==> src/rtl/add_seq_arb.sv <==
// Round-robin arbiter and nibble-serial sequencer for a shared external 4-bit adder.
// Two requesters share one WIDTH-bit add engine; results return on a valid/ready port.
module add_seq_arb #(
  parameter int WIDTH = 16
) (
  input  logic             clk,
  input  logic             rst_n,
  input  logic             req0_valid,
  output logic             req0_ready,
  input  logic [WIDTH-1:0] req0_a,
  input  logic [WIDTH-1:0] req0_b,
  input  logic             req0_cin,
  input  logic             req1_valid,
  output logic             req1_ready,
  input  logic [WIDTH-1:0] req1_a,
  input  logic [WIDTH-1:0] req1_b,
  input  logic             req1_cin,
  output logic             rsp_valid,
  input  logic             rsp_ready,
  output logic             rsp_id,
  output logic [WIDTH-1:0] rsp_sum,
  output logic             rsp_cout,
  output logic [3:0]       add_x,
  output logic [3:0]       add_y,
  output logic             add_cin,
  input  logic [3:0]       add_sum,
  input  logic             add_cout
);

  localparam int N  = WIDTH / 4;
  localparam int CW = (N > 1) ? $clog2(N) : 1;
  localparam logic [CW-1:0] LAST = CW'(N - 1);

  typedef enum logic [1:0] {
    IDLE = 2'd0,
    RUN  = 2'd1,
    DONE = 2'd2
  } state_t;

  state_t            state;
  logic [CW-1:0]     cnt;
  logic [WIDTH-1:0]  opa;
  logic [WIDTH-1:0]  opb;
  logic [WIDTH-1:0]  sum_r;
  logic              carry;
  logic              id;
  logic              prio;
  logic              cout_r;
  logic              grant0;
  logic              grant1;

  // Constant-index nibble mux keeps every select in range for any legal WIDTH.
  function automatic logic [3:0] nibble_at(input logic [WIDTH-1:0] vec,
                                           input logic [CW-1:0] idx);
    nibble_at = 4'd0;
    for (int i = 0; i < N; i++) begin
      if (idx == CW'(i)) begin
        nibble_at = vec[4*i +: 4];
      end
    end
  endfunction

  // Round-robin grant: a lone requester wins, ties go to prio.
  always_comb begin
    grant0 = 1'b0;
    grant1 = 1'b0;
    if (req0_valid && req1_valid) begin
      grant0 = ~prio;
      grant1 = prio;
    end else begin
      grant0 = req0_valid;
      grant1 = req1_valid;
    end
  end

  // Ready is gated by rst_n so nothing looks accepted while reset is held.
  always_comb begin
    req0_ready = 1'b0;
    req1_ready = 1'b0;
    if (rst_n && (state == IDLE)) begin
      req0_ready = grant0;
      req1_ready = grant1;
    end else begin
      req0_ready = 1'b0;
      req1_ready = 1'b0;
    end
  end

  // Shared adder sees the current nibble only while running, zeros otherwise.
  always_comb begin
    add_x   = 4'd0;
    add_y   = 4'd0;
    add_cin = 1'b0;
    if (state == RUN) begin
      add_x   = nibble_at(opa, cnt);
      add_y   = nibble_at(opb, cnt);
      add_cin = carry;
    end else begin
      add_x   = 4'd0;
      add_y   = 4'd0;
      add_cin = 1'b0;
    end
  end

  // Sequencer FSM: accept, ripple N nibbles through the adder, hold the result.
  always_ff @(posedge clk or negedge rst_n) begin
    if (!rst_n) begin
      state  <= IDLE;
      cnt    <= {CW{1'b0}};
      opa    <= {WIDTH{1'b0}};
      opb    <= {WIDTH{1'b0}};
      sum_r  <= {WIDTH{1'b0}};
      carry  <= 1'b0;
      id     <= 1'b0;
      prio   <= 1'b0;
      cout_r <= 1'b0;
    end else begin
      case (state)
        IDLE: begin
          if (grant1) begin
            opa   <= req1_a;
            opb   <= req1_b;
            carry <= req1_cin;
            id    <= 1'b1;
            prio  <= 1'b0;
            cnt   <= {CW{1'b0}};
            state <= RUN;
          end else if (grant0) begin
            opa   <= req0_a;
            opb   <= req0_b;
            carry <= req0_cin;
            id    <= 1'b0;
            prio  <= 1'b1;
            cnt   <= {CW{1'b0}};
            state <= RUN;
          end
        end
        RUN: begin
          for (int i = 0; i < N; i++) begin
            if (cnt == CW'(i)) begin
              sum_r[4*i +: 4] <= add_sum;
            end
          end
          carry <= add_cout;
          cnt   <= cnt + CW'(1);
          if (cnt == LAST) begin
            cout_r <= add_cout;
            state  <= DONE;
          end
        end
        DONE: begin
          if (rsp_ready) begin
            state <= IDLE;
          end
        end
        default: begin
          state <= IDLE;
        end
      endcase
    end
  end

  assign rsp_valid = (state == DONE);
  assign rsp_sum   = sum_r;
  assign rsp_cout  = cout_r;
  assign rsp_id    = id;

endmodule

==> config.mk <==
export PLATFORM = sky130hd
export DESIGN_NAME = add_seq_arb
export DESIGN_NICKNAME = d
export VERILOG_FILES = /design/src/rtl/add_seq_arb.sv
export SDC_FILE = /design/constraint.sdc
export NUM_CORES = 1
export LEC_CHECK = 0
export CORE_ASPECT_RATIO = 0.6
export CORE_UTILIZATION = 40
export DETAILED_ROUTE_END_ITERATION = 12
export PLACE_DENSITY = 0.86
export SKIP_CTS_REPAIR_TIMING = 1
export SYNTH_ARGS = -nofsm -noshare
export SYNTH_HDL_FRONTEND = slang
export SYNTH_SLANG_ARGS = --single-unit
==> constraint.sdc <==
create_clock -name clk -period 1.54 [get_ports clk]
set_input_delay 0.154 -clock clk [delete_from_list [all_inputs] [get_ports clk]]
set_output_delay 0.154 -clock clk [all_outputs]
set_load 0.02 [all_outputs]
==> results <==
logic make-up after synthesis:
kind of cell             count (synthesis)
multiplexers                            50
flip-flops                              56
AND/OR/NAND/NOR                         61
buffers and inverters                   30
adder cells (fa/ha/maj)                  4
AO/OA/AOI/OAI                           67
registers in the layout, indices dropped and copies added, names as in the netlist:
signal / cells
opa: 16
state: 2
rsp_id: 1
cnt: 2
carry: 1
rsp_sum: 16
rsp_cout: 1
prio: 1
opb: 16
power breakdown:
group	total (W)	switching (W)	internal (W)
logic	0.00538	0.00266	0.00272
registers	0.00272	0.000505	0.00222
clock network	0.00112	0.000477	0.000648
layout by cell type, fill, tap and decap left out, types with 5 or more instances in the layout:
cell type / n
sky130_fd_sc_hd__buf_4: 22
sky130_fd_sc_hd__nand2_1: 45
sky130_fd_sc_hd__a211o_1: 7
sky130_fd_sc_hd__mux2_1: 12
sky130_fd_sc_hd__o21ai_1: 36
sky130_fd_sc_hd__clkdlybuf4s50_1: 92
sky130_fd_sc_hd__buf_6: 13
sky130_fd_sc_hd__mux2i_1: 33
sky130_fd_sc_hd__a21oi_4: 7
sky130_fd_sc_hd__dfrtp_1: 55
sky130_fd_sc_hd__mux2_4: 5
sky130_fd_sc_hd__clkbuf_16: 5
sky130_fd_sc_hd__inv_1: 9
sky130_fd_sc_hd__a221oi_2: 7
metrics by stage:
stage | hold WS (ns) | TNS, ns
final | 0.08775 | -3.662
after detailed placement | 0.4025 | -11.21
after CTS | 0.09816 | -10.91
after floorplan | -0.1416 | -0.5415
after global placement | 0.4100 | -9.341
after global routing | 0.1441 | -4.348
layout make-up:
type,instances,area (um2)
clock buffers,7,142.6
inverters,12,45.04
flip-flops and latches,56,1403
repair buffers,134,1338
well taps,87,108.9
clock inverters,1,7.507
fillers,502,2223
multi-input cells,182,1466
layer usage:
metal	routed length [um]	GRT usage (%)	vias to the layer above
met5	0	0	-
met4	76	4.441	0
met3	546	5.186	10
met2	3175	32.92	88
met1	3402	27.81	1154
li1	-	-	1180
worst min path at each step:
stage | startpoint | endpoint | slack (ns) | cells past startpoint
2_1_floorplan | rst_n | carry | -0.14 | 0
3_5_place_dp | rst_n | opb[2] | 0.40 | 2
5_1_grt | rst_n | opb[0] | 0.14 | 2
3_3_place_gp | rst_n | opb[0] | 0.41 | 2
4_1_cts | rst_n | rsp_sum[6] | 0.1 | 2
6_report | rst_n | opb[5] | 0.09 | 2
worst max-delay path: stages, from the launching register on:
cell and delay, ns:
sky130_fd_sc_hd__dfrtp_1 0.39, sky130_fd_sc_hd__inv_2 0.07, sky130_fd_sc_hd__ha_2 0.21, sky130_fd_sc_hd__nor2b_4 0.12, sky130_fd_sc_hd__buf_8 0.14, sky130_fd_sc_hd__a221oi_2 0.06, sky130_fd_sc_hd__a211o_1 0.31, sky130_fd_sc_hd__a21oi_4 0.14
sky130_fd_sc_hd__buf_6 0.13
==> flow_results.org <==
** Logic synthesis
- Among all flip-flop cells after synthesis, the most frequent one is sky130_fd_sc_hd__dfrtp_1.
- The mapped netlist covers 2813 um2.
- Average cell area after synthesis :: approximately 10 um2
- Post-synthesis register bit count :: 56
- Of the total synthesized cell area, the portion taken by full adders, half adders and majority gates is 1.779%.
- After synthesis, the largest area contributor takes up between 40 and 50% of total cell area.
- The synthesized netlist devotes 0% of its cell area to XOR and XNOR gates.
- By area, the combinational part of the netlist is dominated by multiplexers.
- Summing the sequential cell areas from Yosys gives 49.82% of the chip area.
- Compound-gate portion of the synthesized area :: 14.46%
- In the synthesized netlist the async set-or-reset flop fraction comes to 100.0%.
- Yosys top cell by area :: sky130_fd_sc_hd__dfrtp_1
- Net count after synthesis :: 348
- Synth Instances :: 268
- In the synthesized netlist, mux cells make up roughly 19% of the area.
- Post-synthesis cell type count :: 30
- Counting flops with a built-in enable in the synthesized netlist gives 0.
- Biggest area contributors in the synthesized netlist :: sky130_fd_sc_hd__dfrtp_1 (50%), sky130_fd_sc_hd__mux2i_1 (12%), sky130_fd_sc_hd__mux2_1 (6.8%)
- After Yosys synthesis, and, or, nand and nor cells account for 8.986% of the synthesized area.
- The commonest cells after synthesis are sky130_fd_sc_hd__dfrtp_1 (56), sky130_fd_sc_hd__nand2_1 (49), sky130_fd_sc_hd__o21ai_1 (36), sky130_fd_sc_hd__mux2i_1 (33), sky130_fd_sc_hd__mux2_1 (17).
- Warnings from Yosys :: 0
- Leading cell type by number of instances after synthesis :: sky130_fd_sc_hd__dfrtp_1

** Route
- Dividing the detail-routed via count by the number of cells gives 5.077.
- The first detailed-routing pass ran for 4 iterations.
- Per-cell routed wire length :: roughly 15 um
- DRC violations left :: 0
- After detailed routing, the total wire length is 7.201 mm.
- For this block, the initial DRC count from the detailed router was approximately 120.
- Once detail routing completed, the nets flagged for antenna violations numbered 0.
- Detailed routing inserted a total of around 2400 vias.

** Hold path
- The min-delay analysis places its worst path in the category in2async.

** GRT
- The number of global-route vias before repair came to 2412.
- Overall routing resource usage :: 20.48%
- First-pass GRT wire length :: 11.43 mm
- Maximum number of pins on one net before global-route repair :: 57
- Grt total ovfl :: 0
- Antenna violations before repair :: 0

** Timing
- In the finished design, the share of the clock period the worst path needs comes to 130.5%.
- Max-slew violation total from the final report :: 0
- Final setup fails :: 8
- Remaining max-slew budget at the tightest pin :: 53.49%
- Final worst clock skew :: 0.005045 ns
- Measured slew at the worst slew-check pin :: 0.6977 ns
- Worst Setup Slack, final :: -0.4690 ns
- Highest clock rate :: 0.4978 GHz
- Time the final worst path needs with I/O delays and setup :: 2.009 ns
- Setup repair after global routing could not meet its margin everywhere.
- Final Hold Violating Endpoints :: 0

** Setup path
- At the worst endpoint, the arrival time is 1.85 ns.
- Critical Path Source Type :: flip-flop
- STA puts the critical path data required time at 1.39 ns.
- Termination of the worst setup path :: add_y[0]
- Category of the critical setup timing path :: reg2out
- CP startpoint :: cnt[1]
- Path depth of the worst reg2reg path :: 6
- Internal reg-to-reg setup slack :: 0 ns
- Of all nets on the critical path, the largest fanout is 7.
- Critical Path Sink Type :: output pin
- R2r startpoint :: cnt[0]
- The worst register-to-register path ends at rsp_sum[9].

** Run status
- Outcome :: finished with violations
- Violations in the final reports :: negative setup slack

** Floorplanning
- Die outline width :: 110.3 um
- Measured along the y axis, the die boundary spans between 60 and 70 um.
- Num rows :: 23
- The initial utilization of the core area, before any placement, comes to about two fifths.
- Count of pins on the block boundary :: between 100 and 150
- The core region is 6734 um2.
- Area of the die :: 7382 um2

** Finish
- The finished layout holds 479 standard cells, fillers aside.
- Final-stage net count :: around 470
- Area growth from synthesis to final layout :: 60.36%
- Fraction of layout instances using a drive strength above 1 :: 21.94%
- Count of antenna diodes in the layout :: 0
- At the end of the flow the core is filled with cells to between 60% and 70%.
- The finished cells cover 4511 um2.

** Placement
- HPWL Detailed :: around 5.4 mm
- IO buf count :: 105
- Final weighted congestion of routability-driven global placement :: around 0.8
- Number of placed instances, taps included :: between 400 and 500
- Setup slack after placement :: -0.7673 ns
- Placed standard-cell area :: roughly 4100 um2

** Clocking
- Clock latency on the worst-skew pair :: about 0.28 ns
- Clock-pin slew was measured on the worst setup and hold paths at 0.07 ns.
- Clock tree from TritonCTS :: done
- For this design, the sink count on the clock tree is 56.
- Clock buffer count from CTS :: 5
- H-tree depth :: 2
- The clock passes through at most 2 buffers.
- Clock tree synthesis selected as its root buffer the cell sky130_fd_sc_hd__clkbuf_16.

** Power
- Power spread over the standard cell area amounts to around 2000 nW/um2.
- Overall power consumption after layout is estimated at 0.009229 W.
- For this design the static power due to leakage is between 2 and 2.5 nW.
- Maximum VDD drop :: ~1200 uV

** Run
- Max-cap violations in this run came to 0.
Note: power is estimated with default switching activity, not from simulation.
